[src/rtl/pzcorebus_outstanding_limiter_if.sv]
// Request/response bus bundle: command, write-data and response channels with valid/accept handshakes.
// No storage and no latency; backpressure is carried by scmd_accept, sdata_accept and mresp_accept.
interface pzcorebus_if #(
    parameter int ID_WIDTH     = 4,
    parameter int ADDR_WIDTH   = 16,
    parameter int LENGTH_WIDTH = 4,
    parameter int INFO_WIDTH   = 2,
    parameter int DATA_WIDTH   = 32
);
    logic                      mcmd_valid;
    logic                      scmd_accept;
    logic [2:0]                mcmd;
    logic [ID_WIDTH-1:0]       mid;
    logic [ADDR_WIDTH-1:0]     maddr;
    logic [LENGTH_WIDTH-1:0]   mlength;
    logic [INFO_WIDTH-1:0]     minfo;
    logic                      mdata_valid;
    logic                      sdata_accept;
    logic [DATA_WIDTH-1:0]     mdata;
    logic [DATA_WIDTH/8-1:0]   mdata_byteen;
    logic                      mdata_last;
    logic                      sresp_valid;
    logic                      mresp_accept;
    logic [1:0]                sresp;
    logic [ID_WIDTH-1:0]       sid;
    logic                      serror;
    logic [DATA_WIDTH-1:0]     sdata;
    logic [INFO_WIDTH-1:0]     sinfo;
    logic [1:0]                sresp_last;

    modport master (
        output mcmd_valid, mcmd, mid, maddr, mlength, minfo,
               mdata_valid, mdata, mdata_byteen, mdata_last, mresp_accept,
        input  scmd_accept, sdata_accept,
               sresp_valid, sresp, sid, serror, sdata, sinfo, sresp_last
    );

    modport slave (
        input  mcmd_valid, mcmd, mid, maddr, mlength, minfo,
               mdata_valid, mdata, mdata_byteen, mdata_last, mresp_accept,
        output scmd_accept, sdata_accept,
               sresp_valid, sresp, sid, serror, sdata, sinfo, sresp_last
    );
endinterface

[src/rtl/pzcorebus_outstanding_limiter.sv]
// Pass-through stage that caps in-flight non-posted requests and supports a drain/quiesce handshake.
// Zero latency; command channel is held off at MAX_OUTSTANDING or while i_drain, data/response untouched.
module pzcorebus_outstanding_limiter #(
    parameter int BUS_CONFIG      = 0,  // bit 0 set: memory profile (sresp_last[0] marks the final beat)
    parameter int MAX_OUTSTANDING = 8,
    parameter int COUNTER_WIDTH   = $clog2(MAX_OUTSTANDING + 1)
) (
    input  logic                     i_clk,
    input  logic                     i_rst,
    input  logic                     i_drain,
    output logic                     o_idle,
    output logic [COUNTER_WIDTH-1:0] o_outstanding,
    output logic                     o_underflow,
    pzcorebus_if.slave               slave_if,
    pzcorebus_if.master              master_if
);
    localparam logic [2:0] CMD_READ             = 3'd1;
    localparam logic [2:0] CMD_WRITE_NON_POSTED = 3'd3;
    localparam logic [2:0] CMD_ATOMIC           = 3'd5;
    localparam logic [COUNTER_WIDTH-1:0] MAX_COUNT = COUNTER_WIDTH'(MAX_OUTSTANDING);
    localparam bit MEMORY_PROFILE = (BUS_CONFIG % 2) != 0;

    function automatic logic is_non_posted_command(input logic [2:0] cmd);
        return (cmd == CMD_READ) || (cmd == CMD_WRITE_NON_POSTED) || (cmd == CMD_ATOMIC);
    endfunction

    logic [COUNTER_WIDTH-1:0] count_q, count_d;
    logic                     underflow_q, underflow_d;
    logic                     non_posted, block, cmd_hs, resp_final, resp_hs;

    // block depends only on the registered count and i_drain, never on the response channel
    always_comb begin
        non_posted  = is_non_posted_command(slave_if.mcmd);
        block       = i_drain | (non_posted & (count_q == MAX_COUNT));
        cmd_hs      = slave_if.mcmd_valid & master_if.scmd_accept & ~block & non_posted;
        resp_final  = MEMORY_PROFILE ? master_if.sresp_last[0] : 1'b1;
        resp_hs     = master_if.sresp_valid & slave_if.mresp_accept & resp_final;
        count_d     = count_q;
        underflow_d = underflow_q;
        if (cmd_hs && !resp_hs) begin
            count_d = count_q + COUNTER_WIDTH'(1);
        end else if (resp_hs && !cmd_hs) begin
            if (count_q == '0) begin
                underflow_d = 1'b1;
            end else begin
                count_d = count_q - COUNTER_WIDTH'(1);
            end
        end
    end

    always_ff @(posedge i_clk) begin
        if (i_rst) begin
            count_q     <= '0;
            underflow_q <= 1'b0;
        end else begin
            count_q     <= count_d;
            underflow_q <= underflow_d;
        end
    end

    assign o_outstanding = count_q;
    assign o_underflow   = underflow_q;
    assign o_idle        = (count_q == '0) & ~cmd_hs;

    assign master_if.mcmd_valid   = slave_if.mcmd_valid & ~block;
    assign slave_if.scmd_accept   = master_if.scmd_accept & ~block;
    assign master_if.mcmd         = slave_if.mcmd;
    assign master_if.mid          = slave_if.mid;
    assign master_if.maddr        = slave_if.maddr;
    assign master_if.mlength      = slave_if.mlength;
    assign master_if.minfo        = slave_if.minfo;

    assign master_if.mdata_valid  = slave_if.mdata_valid;
    assign slave_if.sdata_accept  = master_if.sdata_accept;
    assign master_if.mdata        = slave_if.mdata;
    assign master_if.mdata_byteen = slave_if.mdata_byteen;
    assign master_if.mdata_last   = slave_if.mdata_last;

    assign slave_if.sresp_valid   = master_if.sresp_valid;
    assign master_if.mresp_accept = slave_if.mresp_accept;
    assign slave_if.sresp         = master_if.sresp;
    assign slave_if.sid           = master_if.sid;
    assign slave_if.serror        = master_if.serror;
    assign slave_if.sdata         = master_if.sdata;
    assign slave_if.sinfo         = master_if.sinfo;
    assign slave_if.sresp_last    = master_if.sresp_last;
endmodule

[src/flat_wrapper.sv]
// flat-port wrapper written by rule: the top's interface ports become plain ports
module pzcorebus_outstanding_limiter_flat 
#(
    parameter int BUS_CONFIG      = 0,                                                                   
    parameter int MAX_OUTSTANDING = 8,
    parameter int COUNTER_WIDTH   = $clog2(MAX_OUTSTANDING + 1)
)
  (i_clk, i_rst, i_drain, o_idle, o_outstanding, o_underflow, slave_if_mcmd_valid, slave_if_mcmd, slave_if_mid, slave_if_maddr, slave_if_mlength, slave_if_minfo, slave_if_mdata_valid, slave_if_mdata, slave_if_mdata_byteen, slave_if_mdata_last, slave_if_mresp_accept, slave_if_scmd_accept, slave_if_sdata_accept, slave_if_sresp_valid, slave_if_sresp, slave_if_sid, slave_if_serror, slave_if_sdata, slave_if_sinfo, slave_if_sresp_last, master_if_mcmd_valid, master_if_mcmd, master_if_mid, master_if_maddr, master_if_mlength, master_if_minfo, master_if_mdata_valid, master_if_mdata, master_if_mdata_byteen, master_if_mdata_last, master_if_mresp_accept, master_if_scmd_accept, master_if_sdata_accept, master_if_sresp_valid, master_if_sresp, master_if_sid, master_if_serror, master_if_sdata, master_if_sinfo, master_if_sresp_last);
  pzcorebus_if slave_if_i ();
  pzcorebus_if master_if_i ();
  input  logic i_clk;
  input  logic i_rst;
  input  logic i_drain;
  output logic o_idle;
  output logic [COUNTER_WIDTH-1:0] o_outstanding;
  output logic o_underflow;
  input wire logic [$bits(slave_if_i.mcmd_valid)-1:0] slave_if_mcmd_valid;
  input wire logic [$bits(slave_if_i.mcmd)-1:0] slave_if_mcmd;
  input wire logic [$bits(slave_if_i.mid)-1:0] slave_if_mid;
  input wire logic [$bits(slave_if_i.maddr)-1:0] slave_if_maddr;
  input wire logic [$bits(slave_if_i.mlength)-1:0] slave_if_mlength;
  input wire logic [$bits(slave_if_i.minfo)-1:0] slave_if_minfo;
  input wire logic [$bits(slave_if_i.mdata_valid)-1:0] slave_if_mdata_valid;
  input wire logic [$bits(slave_if_i.mdata)-1:0] slave_if_mdata;
  input wire logic [$bits(slave_if_i.mdata_byteen)-1:0] slave_if_mdata_byteen;
  input wire logic [$bits(slave_if_i.mdata_last)-1:0] slave_if_mdata_last;
  input wire logic [$bits(slave_if_i.mresp_accept)-1:0] slave_if_mresp_accept;
  output wire logic [$bits(slave_if_i.scmd_accept)-1:0] slave_if_scmd_accept;
  output wire logic [$bits(slave_if_i.sdata_accept)-1:0] slave_if_sdata_accept;
  output wire logic [$bits(slave_if_i.sresp_valid)-1:0] slave_if_sresp_valid;
  output wire logic [$bits(slave_if_i.sresp)-1:0] slave_if_sresp;
  output wire logic [$bits(slave_if_i.sid)-1:0] slave_if_sid;
  output wire logic [$bits(slave_if_i.serror)-1:0] slave_if_serror;
  output wire logic [$bits(slave_if_i.sdata)-1:0] slave_if_sdata;
  output wire logic [$bits(slave_if_i.sinfo)-1:0] slave_if_sinfo;
  output wire logic [$bits(slave_if_i.sresp_last)-1:0] slave_if_sresp_last;
  output wire logic [$bits(master_if_i.mcmd_valid)-1:0] master_if_mcmd_valid;
  output wire logic [$bits(master_if_i.mcmd)-1:0] master_if_mcmd;
  output wire logic [$bits(master_if_i.mid)-1:0] master_if_mid;
  output wire logic [$bits(master_if_i.maddr)-1:0] master_if_maddr;
  output wire logic [$bits(master_if_i.mlength)-1:0] master_if_mlength;
  output wire logic [$bits(master_if_i.minfo)-1:0] master_if_minfo;
  output wire logic [$bits(master_if_i.mdata_valid)-1:0] master_if_mdata_valid;
  output wire logic [$bits(master_if_i.mdata)-1:0] master_if_mdata;
  output wire logic [$bits(master_if_i.mdata_byteen)-1:0] master_if_mdata_byteen;
  output wire logic [$bits(master_if_i.mdata_last)-1:0] master_if_mdata_last;
  output wire logic [$bits(master_if_i.mresp_accept)-1:0] master_if_mresp_accept;
  input wire logic [$bits(master_if_i.scmd_accept)-1:0] master_if_scmd_accept;
  input wire logic [$bits(master_if_i.sdata_accept)-1:0] master_if_sdata_accept;
  input wire logic [$bits(master_if_i.sresp_valid)-1:0] master_if_sresp_valid;
  input wire logic [$bits(master_if_i.sresp)-1:0] master_if_sresp;
  input wire logic [$bits(master_if_i.sid)-1:0] master_if_sid;
  input wire logic [$bits(master_if_i.serror)-1:0] master_if_serror;
  input wire logic [$bits(master_if_i.sdata)-1:0] master_if_sdata;
  input wire logic [$bits(master_if_i.sinfo)-1:0] master_if_sinfo;
  input wire logic [$bits(master_if_i.sresp_last)-1:0] master_if_sresp_last;
  assign slave_if_i.mcmd_valid = slave_if_mcmd_valid;
  assign slave_if_i.mcmd = slave_if_mcmd;
  assign slave_if_i.mid = slave_if_mid;
  assign slave_if_i.maddr = slave_if_maddr;
  assign slave_if_i.mlength = slave_if_mlength;
  assign slave_if_i.minfo = slave_if_minfo;
  assign slave_if_i.mdata_valid = slave_if_mdata_valid;
  assign slave_if_i.mdata = slave_if_mdata;
  assign slave_if_i.mdata_byteen = slave_if_mdata_byteen;
  assign slave_if_i.mdata_last = slave_if_mdata_last;
  assign slave_if_i.mresp_accept = slave_if_mresp_accept;
  assign slave_if_scmd_accept = slave_if_i.scmd_accept;
  assign slave_if_sdata_accept = slave_if_i.sdata_accept;
  assign slave_if_sresp_valid = slave_if_i.sresp_valid;
  assign slave_if_sresp = slave_if_i.sresp;
  assign slave_if_sid = slave_if_i.sid;
  assign slave_if_serror = slave_if_i.serror;
  assign slave_if_sdata = slave_if_i.sdata;
  assign slave_if_sinfo = slave_if_i.sinfo;
  assign slave_if_sresp_last = slave_if_i.sresp_last;
  assign master_if_mcmd_valid = master_if_i.mcmd_valid;
  assign master_if_mcmd = master_if_i.mcmd;
  assign master_if_mid = master_if_i.mid;
  assign master_if_maddr = master_if_i.maddr;
  assign master_if_mlength = master_if_i.mlength;
  assign master_if_minfo = master_if_i.minfo;
  assign master_if_mdata_valid = master_if_i.mdata_valid;
  assign master_if_mdata = master_if_i.mdata;
  assign master_if_mdata_byteen = master_if_i.mdata_byteen;
  assign master_if_mdata_last = master_if_i.mdata_last;
  assign master_if_mresp_accept = master_if_i.mresp_accept;
  assign master_if_i.scmd_accept = master_if_scmd_accept;
  assign master_if_i.sdata_accept = master_if_sdata_accept;
  assign master_if_i.sresp_valid = master_if_sresp_valid;
  assign master_if_i.sresp = master_if_sresp;
  assign master_if_i.sid = master_if_sid;
  assign master_if_i.serror = master_if_serror;
  assign master_if_i.sdata = master_if_sdata;
  assign master_if_i.sinfo = master_if_sinfo;
  assign master_if_i.sresp_last = master_if_sresp_last;
  pzcorebus_outstanding_limiter #(.BUS_CONFIG(BUS_CONFIG), .MAX_OUTSTANDING(MAX_OUTSTANDING), .COUNTER_WIDTH(COUNTER_WIDTH)) u_core (.i_clk(i_clk), .i_rst(i_rst), .i_drain(i_drain), .o_idle(o_idle), .o_outstanding(o_outstanding), .o_underflow(o_underflow), .slave_if(slave_if_i), .master_if(master_if_i));
endmodule
[config.mk]
export PLATFORM = sky130hd
export DESIGN_NAME = pzcorebus_outstanding_limiter_flat
export DESIGN_NICKNAME = d
export VERILOG_FILES = /design/src/rtl/pzcorebus_outstanding_limiter_if.sv /design/src/rtl/pzcorebus_outstanding_limiter.sv /design/src/flat_wrapper.sv
export SDC_FILE = /design/constraint.sdc
export NUM_CORES = 1
export LEC_CHECK = 0
export CAP_MARGIN = 30
export CORE_AREA = 2 2 92 94
export CTS_CLUSTER_DIAMETER = 60
export CTS_CLUSTER_SIZE = 12
export DETAILED_ROUTE_END_ITERATION = 7
export DIE_AREA = 0 0 94 96
export GPL_ROUTABILITY_DRIVEN = 0
export GPL_TIMING_DRIVEN = 0
export HOLD_SLACK_MARGIN = 0.12
export PLACE_DENSITY_LB_ADDON = 0.2
export SLEW_MARGIN = 40
export SYNTH_ARGS = -nofsm -noshare
export SYNTH_HDL_FRONTEND = slang
export SYNTH_SLANG_ARGS = --single-unit
[constraint.sdc]
create_clock -name i_clk -period 6 [get_ports i_clk]
set_clock_uncertainty 0.2 [all_clocks]
set_input_delay 1.2 -clock i_clk [delete_from_list [all_inputs] [get_ports i_clk]]
set_output_delay 1.2 -clock i_clk [all_outputs]
set_load 0.1 [all_outputs]
==> results.py, run 1 <==
metrics = {
    "min_path": {
        "hp-class": "register to register",
    },
    "placement": {
        "dp_hpwl_microns": 3360,
        "numPortBuffers": 130,
        "postPlaceCellArea_sq_mm": 0.00205,
    },
    "final_layout": {
        "final_area_sq_mm": 0.00210,
        "area_growth_pct": 71.2,
        "nets": 414,
        "n_antenna_cell": 0,
        "mostFrequentLayoutCells": "121 x buf_2, 113 x buf_4, 9 x clkdlybuf4s50_1",
        "n_fill_cell": 870,
        "final_common_cell": "buf_2",
        "drive_gt1_share_pct": 82.1,
    },
    "pwr": {
        "ir_drop_mv": 0.109,
        "power_uw": 618,
        "power_density_mw_per_mm2": 295,
        "p_leak_nw": 1.23,
    },
    "worst_setup_path": {
        "startpoint": "slave_if_mcmd[2]",
        "crit_path_start_kind": "input pin",
        "cp_cell_sequence": "clkdlybuf4s50_1, a21boi_0, and3_1, nor3b_1, buf_2",
        "r2r_slack_ns": 3.16,
        "worstSetupPathType": "input pin to primary output",
        "arrival_ns": 2.67,
        "cp_max_fo": 2,
        "slowest_delay_ns": 0.48,
        "slowest_stage": "clkdlybuf4s50_1",
        "worst_r2r_endpoint": "u_core.o_outstanding[3]$_SDFFE_PP0P_",
        "cp_data_required_time_ns": 4.60,
        "ff2ff_path_depth": 10,
        "crit_path_end": "master_if_mcmd_valid",
        "r2r_start": "u_core.o_outstanding[0]$_SDFFE_PP0P_",
        "end_kind": "primary output",
    },
    "timing": {
        "relSlewSlack_pct": 66.2,
        "period_minus_slack_ns": 4.07,
        "min_period_over_period_pct": 67.8,
        "tns_ns": 0,
        "setup_viol": 0,
        "fmax_mhz": 246,
        "rsz0062_at_grt": "false",
        "hold_violations": 0,
        "tightest_slew_ns": 0.510,
        "drv_slew": 0,
    },
    "routing": {
        "first_iter_violations": 13,
        "num_vias": 1312,
        "routed_wl_microns": 3610,
        "ant_nets": 0,
        "wl_per_cell_microns": 9.14,
        "first_pass_iters": 4,
        "post_drt_via_cell_ratio": 3.32,
        "drc": 0,
    },
    "synthesis": {
        "avgSynthCellArea_sq_um": 7.85,
        "ys_warn_count": 0,
        "synth_seq_area_share_pct": 8.17,
        "synth_nets": 279,
        "syn_inst": 156,
        "netlist-cell-type-count": 21,
        "syn_area_sq_mm": 0.00122,
        "ys_ff_latch": 5,
    },
    "clock_network": {
        "h-tree-depth": 1,
        "root_buffer": "clkbuf_8",
        "ctsHoldBuffers": 0,
        "cts_tree": "built",
        "cts.repair.resized": 0,
        "cts_setup_buffers": 0,
        "cts.sinks": 5,
        "clk_pin_slew_ns": 0.03,
        "ctsLongestPathBuffers": 2,
        "cts_buffers": 3,
        "insertion_delay_ns": 0.22,
    },
    "floorplan": {
        "initial_core_util_pct": 15.2,
        "rows": 33,
        "ioPinCount": 239,
        "die_w_microns": 94,
        "coreArea_sq_mm": 0.00805,
        "dieArea_sq_mm": 0.00902,
        "die_h_microns": 96,
    },
    "grt": {
        "grt_pass1_vias": 1017,
        "overflow": 0,
        "grt_pass1_wl_microns": 4440,
        "track_usage_pct": 6.37,
        "antenna_found_initial": 0,
        "grt_max_degree": 7,
    },
    "run": {
        "cap_violations": 0,
    },
    "outcome": {
        "status": "finished, final reports clean",
    },
}
report_power, final:
part | total (mW) | internal [mW] | switching, mW | leakage [nW]
Combinational | 0.509 | 0.102 | 0.407 | 1.17
Clock | 0.0607 | 0.0455 | 0.0152 | 0.0228
Sequential | 0.0478 | 0.0384 | 0.00942 | 0.0407
Total | 0.618 | 0.186 | 0.432 | 1.23
final cells by class:
type	instances	area, sq um	share of cell area [%]
Sequential cell	5	100	4.77
Clock buffer	4	45.0	2.15
Buffer	113	848	40.5
Timing Repair Buffer	130	696	33.2
Inverter	3	11.3	0.537
Multi-Input combinational cell	35	265	12.6
Tap cell	105	131	6.26
metal layers:
layer	up-vias	part of all wire, %	GRT usage, %
met2	143	52	12.5
met3	0	19	2.82
li1	648	-	-
met5	-	0	0
met1	521	29	6.35
met4	0	0	0.725
stage by stage:
| stage | setup WS [ns] | utilization, % | hold slack (ns) | std cells |
|---|---|---|---|---|
| floorplan | 0.892 | - | 0.756 | 156 |
| global route | 1.79 | 26.0 | 0.328 | 395 |
| finish | 1.93 | 26.0 | 0.272 | 395 |
| detailed placement | 1.83 | 25.5 | 0.287 | 391 |
| global placement | 1.21 | 33.0 | 0.282 | 391 |
| CTS | 1.94 | 26.0 | 0.293 | 395 |
sequential cells by signal, summed over array words and instances, names as in the netlist:
name                  flops
u_core.o_underflow        1
u_core.o_outstanding      4
worst min path at each step:
stage	from	end	slack (ns)	cells past startpoint
floorplan	u_core.o_outstanding[1]$_SDFFE_PP0P_	u_core.o_outstanding[1]$_SDFFE_PP0P_	0.76	2
global placement	u_core.o_underflow$_SDFFE_PP0P_	u_core.o_underflow$_SDFFE_PP0P_	0.28	2
detailed placement	u_core.o_underflow$_SDFFE_PP0P_	u_core.o_underflow$_SDFFE_PP0P_	0.29	2
CTS	u_core.o_underflow$_SDFFE_PP0P_	u_core.o_underflow$_SDFFE_PP0P_	0.29	2
global route	u_core.o_underflow$_SDFFE_PP0P_	u_core.o_underflow$_SDFFE_PP0P_	0.33	2
finish	u_core.o_underflow$_SDFFE_PP0P_	u_core.o_underflow$_SDFFE_PP0P_	0.27	2
kinds of logic (layout without fill, tap and decap cells):
family | after synthesis | after routing | share of synthesized area [%]
compound gates | 8 | 8 | 4.09
xor+xnor | 2 | 2 | 1.43
fa+ha+maj | 5 | 5 | 5.72
buf+inv | 116 | 250 | 70.2
flops | 5 | 5 | 8.17
mux | 1 | 1 | 0.919
simple gates | 19 | 19 | 9.50
critical path: cells and delay by family:
family,cells,cell delay [ns]
AO/OA/AOI/OAI,1,0.13
buffers and inverters,2,0.94
AND/OR/NAND/NOR,2,0.40
synth_stat cells, drive strengths merged:
cell / number / area share [%]
buf: 113 / 69
dfxtp: 5 / 8.2
ha: 4 / 4.1
nand2: 4 / 1.2
nor2: 4 / 1.2
a21oi: 3 / 1.2
inv: 3 / 0.92
a211oi: 2 / 1.2
a31oi: 2 / 1.0
nor2b: 2 / 1.0
nor3: 2 / 0.82
nor3b: 2 / 1.2
xnor2: 2 / 1.4
a21boi: 1 / 0.61
and2: 1 / 0.51
and3: 1 / 0.51
and4b: 1 / 0.82
fa: 1 / 1.6
mux2: 1 / 0.92
nand3: 1 / 0.41
nor4: 1 / 1.7
(Power assumes the default switching activity.)
==> run 2: changes to the inputs <==
Settings changed: CORE_AREA 2 2 92 94 to 2 2 94 96, DIE_AREA 0 0 94 96 to 0 0 96 98.
Clock period 6 ns to 3.66 ns, I/O delays scaled along.
==> results.py, run 2 (same netlist as run 1, synthesis figures left out) <==
metrics = {
    "timing": {
        "tightest_slew_ns": 0.503,
        "setup_slack_ns": 0.224,
        "holdWs_ns": 0.262,
        "min_period_over_period_pct": 93.9,
        "setup_viol": 0,
        "drv_slew": 0,
        "period_minus_slack_ns": 3.44,
        "rsz0062_at_grt": "false",
        "fmax_mhz": 291,
        "relSlewSlack_pct": 66.7,
        "hold_violations": 0,
    },
    "final_layout": {
        "n_fill_cell": 946,
        "area_growth_pct": 71.5,
        "drive_gt1_share_pct": 82.1,
        "largest_reg_flops": 4,
        "final_common_cell": "buf_2",
        "n_antenna_cell": 0,
        "nets": 414,
        "stdcell_count": 398,
        "mostFrequentLayoutCells": "121 x buf_2, 113 x buf_4, 9 x clkdlybuf4s50_1",
        "final_core_util_pct": 24.8,
    },
    "routing": {
        "first_pass_iters": 3,
        "ant_nets": 0,
        "post_drt_via_cell_ratio": 3.29,
        "first_iter_violations": 8,
        "wl_per_cell_microns": 8.88,
        "drc": 0,
        "routed_wl_microns": 3540,
        "num_vias": 1310,
    },
    "clock_network": {
        "cts_setup_buffers": 0,
        "clk_pin_slew_ns": 0.04,
        "cts.repair.resized": 0,
        "cts.sinks": 5,
        "cts_tree": "built",
        "h-tree-depth": 1,
        "ctsHoldBuffers": 0,
        "cts_buffers": 3,
        "root_buffer": "clkbuf_8",
        "insertion_delay_ns": 0.22,
        "ctsLongestPathBuffers": 2,
    },
    "grt": {
        "grt_pass1_wl_microns": 4730,
        "grt_pass1_vias": 1071,
        "antenna_found_initial": 0,
        "overflow": 0,
        "grt_max_degree": 7,
        "track_usage_pct": 6.38,
    },
    "min_path": {
        "hp-class": "register to register",
        "holdPathStages": 2,
    },
    "run": {
        "cap_violations": 0,
    },
    "floorplan": {
        "coreArea_sq_mm": 0.00847,
        "die_w_microns": 96,
        "rows": 34,
        "die_h_microns": 98,
        "dieArea_sq_mm": 0.00941,
        "initial_core_util_pct": 14.5,
        "ioPinCount": 239,
    },
    "worst_setup_path": {
        "r2r_slack_ns": 0.90,
        "crit_path_start_kind": "input pin",
        "cp_max_fo": 6,
        "crit_path_end": "u_core.o_outstanding[3]$_SDFFE_PP0P_",
        "cp_data_required_time_ns": 3.56,
        "arrival_ns": 3.34,
        "ff2ff_path_depth": 10,
        "r2r_start": "u_core.o_outstanding[0]$_SDFFE_PP0P_",
        "worst_r2r_endpoint": "u_core.o_outstanding[3]$_SDFFE_PP0P_",
        "worstSetupPathType": "input pin to register",
        "end_kind": "register",
        "startpoint": "slave_if_mcmd[0]",
    },
    "pwr": {
        "power_density_mw_per_mm2": 481,
        "ir_drop_mv": 0.140,
        "p_leak_nw": 1.23,
    },
    "placement": {
        "place_ws_ns": 0.0505,
        "dp_cells": 394,
        "dp_hpwl_microns": 3320,
        "numPortBuffers": 130,
    },
    "outcome": {
        "status": "finished, final reports clean",
    },
}
## run 2: cell counts in the layout (fill, tap and decap cells not counted)
No cell type changed its count.
## run 2: how the worst min path moves through the flow
stage	slack, ns	end	startpoint
finish	0.26	u_core.o_underflow$_SDFFE_PP0P_	u_core.o_underflow$_SDFFE_PP0P_
floorplan	0.60	u_core.o_outstanding[1]$_SDFFE_PP0P_	i_rst
CTS	0.26	u_core.o_underflow$_SDFFE_PP0P_	u_core.o_underflow$_SDFFE_PP0P_
global placement	0.26	u_core.o_underflow$_SDFFE_PP0P_	u_core.o_underflow$_SDFFE_PP0P_
global route	0.29	u_core.o_underflow$_SDFFE_PP0P_	u_core.o_underflow$_SDFFE_PP0P_
detailed placement	0.26	u_core.o_underflow$_SDFFE_PP0P_	u_core.o_underflow$_SDFFE_PP0P_
## run 2: area by class of cell
type	count	area (sq um)	share of cell area, %
plain buffers	113	848	40.4
clock buffers	4	45.0	2.14
inverters	3	11.3	0.536
multi-input cells	35	265	12.6
flip-flops and latches	5	100	4.76
well taps	108	135	6.43
repair buffers	130	696	33.1
## run 2: metrics by stage
| step | total power [mW] | instance area [sq um] | setup TNS [ns] |
|---|---|---|---|
| final | 1.01 | 2100 | 0 |
| after CTS | 1.02 | 2100 | 0 |
| after detailed placement | 0.916 | 2060 | 0 |
| after global routing | 1.05 | 2100 | 0 |
| after global placement | 0.993 | 2660 | -0.389 |
| after floorplan | 0.820 | 1220 | -1.90 |
## run 2: where the power goes
group / total, mW / switching, mW / internal [mW]
clock network: 0.101 / 0.0265 / 0.0747
logic: 0.833 / 0.666 / 0.167
registers: 0.0772 / 0.0143 / 0.0629
## run 2: routing by layer
layer,routed length [microns],vias up,GRT usage (%)
li1,-,648,-
met1,945,530,5.28
met2,1930,130,13.1
met3,643,2,3.09
met4,13,0,0.989
met5,0,-,0
## run 2: worst max-delay path: stages
cell	delay [ns]
clkdlybuf4s50_1	0.49
a21boi_0	0.25
and4b_1	0.25
and2_1	0.15
ha_1	0.17
inv_1	0.12
ha_1	0.35
a21oi_1	0.22
a211oi_1	0.11
a31oi_1	0.16
mux2_1	0.33
==> run 3: changes to the inputs <==
Settings changed: SETUP_SLACK_MARGIN from default to 0.4.
==> results.py, run 3 (same netlist as run 1, synthesis figures left out) <==
metrics = {
    "routing": {
        "num_vias": 1321,
        "drc": 0,
        "first_iter_violations": 5,
        "first_pass_iters": 4,
        "post_drt_via_cell_ratio": 3.30,
        "wl_per_cell_microns": 8.90,
        "ant_nets": 0,
        "routed_wl_microns": 3560,
    },
    "placement": {
        "place_ws_ns": -0.0109,
        "dp_hpwl_microns": 3340,
        "numPortBuffers": 130,
        "dp_cells": 394,
        "postPlaceCellArea_sq_mm": 0.00208,
    },
    "clock_network": {
        "insertion_delay_ns": 0.22,
        "clk_pin_slew_ns": 0.04,
        "ctsLongestPathBuffers": 2,
        "h-tree-depth": 1,
        "root_buffer": "clkbuf_8",
        "cts.sinks": 5,
        "ctsHoldBuffers": 0,
        "cts_buffers": 3,
        "cts_tree": "built",
    },
    "run": {
        "cap_violations": 0,
    },
    "worst_setup_path": {
        "slowest_delay_ns": 0.47,
        "worstSetupPathType": "input pin to register",
        "slowest_stage": "clkdlybuf4s50_1",
        "crit_family": "buffers and inverters",
        "arrival_ns": 3.01,
        "worst_r2r_endpoint": "u_core.o_outstanding[3]$_SDFFE_PP0P_",
        "end_kind": "register",
        "cp_cell_sequence": "clkdlybuf4s50_1, a21boi_2, and4b_1, and2_1, ha_1, inv_2, ha_4, nand3_1, a211oi_1, a31oi_1, mux2_1",
        "cp_max_fo": 6,
        "cp_data_required_time_ns": 3.56,
        "cp.buffers_inverters": 2,
        "ff2ff_path_depth": 10,
        "r2r_start": "u_core.o_outstanding[1]$_SDFFE_PP0P_",
        "crit_path_start_kind": "input pin",
        "r2r_slack_ns": 1.16,
    },
    "final_layout": {
        "final_core_util_pct": 25.5,
        "n_fill_cell": 935,
        "largest_reg_flops": 4,
        "area_growth_pct": 76.3,
        "nets": 415,
        "final_common_cell": "buf_2",
        "stdcell_count": 400,
        "final_area_sq_mm": 0.00216,
        "mostFrequentLayoutCells": "121 x buf_2, 114 x buf_4, 8 x clkdlybuf4s50_1",
        "drive_gt1_share_pct": 84.9,
    },
    "grt": {
        "antenna_found_initial": 1,
        "grt_max_degree": 7,
        "overflow": 0,
        "grt_pass1_vias": 1028,
        "grt_pass1_wl_microns": 4920,
        "track_usage_pct": 6.63,
    },
    "timing": {
        "drv_slew": 0,
        "min_period_over_period_pct": 85.0,
        "period_minus_slack_ns": 3.11,
        "holdWs_ns": 0.287,
        "setup_viol": 0,
        "fmax_mhz": 321,
        "setup_slack_ns": 0.549,
        "tns_ns": 0,
        "tightest_slew_ns": 0.506,
        "hold_violations": 0,
        "rsz0062_at_grt": "false",
        "relSlewSlack_pct": 66.5,
    },
    "floorplan": {
        "die_h_microns": 98,
        "initial_core_util_pct": 14.5,
        "coreArea_sq_mm": 0.00847,
        "rows": 34,
        "ioPinCount": 239,
        "dieArea_sq_mm": 0.00941,
        "die_w_microns": 96,
    },
    "pwr": {
        "clock_power_share_pct": 10.0,
        "p_leak_nw": 1.26,
        "power_density_mw_per_mm2": 473,
        "power.switching_uw": 710,
        "p_sw_share_pct": 69.5,
        "seqPwrFrac_pct": 7.8,
        "ir_drop_mv": 0.152,
        "power_frac_comb_pct": 82.2,
        "power_mw": 1.02,
        "p_int_uw": 312,
    },
    "min_path": {
        "holdPathStages": 2,
        "worstHoldStart": "u_core.o_underflow$_SDFFE_PP0P_",
        "hp-class": "register to register",
        "whs_endpoint": "u_core.o_underflow$_SDFFE_PP0P_",
    },
    "outcome": {
        "status": "finished, final reports clean",
    },
}
==> run 3: tightest hold or removal path, delay by kind of cell (launching register included) <==
kind            cells  cell delay [ns]
simple gates        1             0.07
flops               1             0.33
compound gates      1             0.05
==> run 3: how the worst max path moves through the flow <==
stage | cells after the start | slack (ns) | endpoint | start
after CTS | 11 | 0.45 | u_core.o_outstanding[3]$_SDFFE_PP0P_ | slave_if_mcmd[0]
after detailed placement | 11 | -0.01 | u_core.o_outstanding[3]$_SDFFE_PP0P_ | slave_if_mcmd[0]
after global placement | 5 | -0.16 | master_if_mcmd_valid | slave_if_mcmd[2]
after floorplan | 3 | 0.42 | master_if_mcmd_valid | u_core.o_outstanding[1]$_SDFFE_PP0P_
final | 11 | 0.55 | u_core.o_outstanding[3]$_SDFFE_PP0P_ | slave_if_mcmd[0]
after global routing | 11 | 0.40 | u_core.o_outstanding[3]$_SDFFE_PP0P_ | slave_if_mcmd[0]
==> run 3: final cells by class <==
cell class | instances | area [sq um] | share of cell area, %
buffer | 113 | 848 | 39.3
timing repair buffer | 131 | 706 | 32.7
multi-input combinational | 35 | 310 | 14.4
tap | 108 | 135 | 6.26
sequential | 5 | 101 | 4.69
clock buffer | 4 | 45.0 | 2.09
inverter | 3 | 11.3 | 0.521
antenna | 1 | 2.50 | 0.116
==> run 3: timing repair <==
item / CTS / global route
pin swaps: 1 / 1
gates resized for setup: 4 / 2
setup endpoints to repair: 1 / 1
buffers inserted: 0 / 1
==> run 3: power by group through the flow <==
| stage | Combinational (mW) | Clock, mW | Sequential [mW] |
|---|---|---|---|
| floorplan | 0.691 | 0 | 0.133 |
| global placement | 0.919 | 0 | 0.0800 |
| detailed placement | 0.840 | 0 | 0.0804 |
| CTS | 0.845 | 0.107 | 0.0806 |
| global route | 0.873 | 0.111 | 0.0827 |
| finish | 0.840 | 0.102 | 0.0798 |
==> run 3: layer usage <==
metal / wire, microns / GRT usage, % / part of all wire (%)
met5: 0 / 0 / 0
met4: 28 / 1.65 / 0.79
met3: 659 / 2.55 / 19
met2: 1970 / 13.3 / 55
met1: 904 / 5.94 / 25
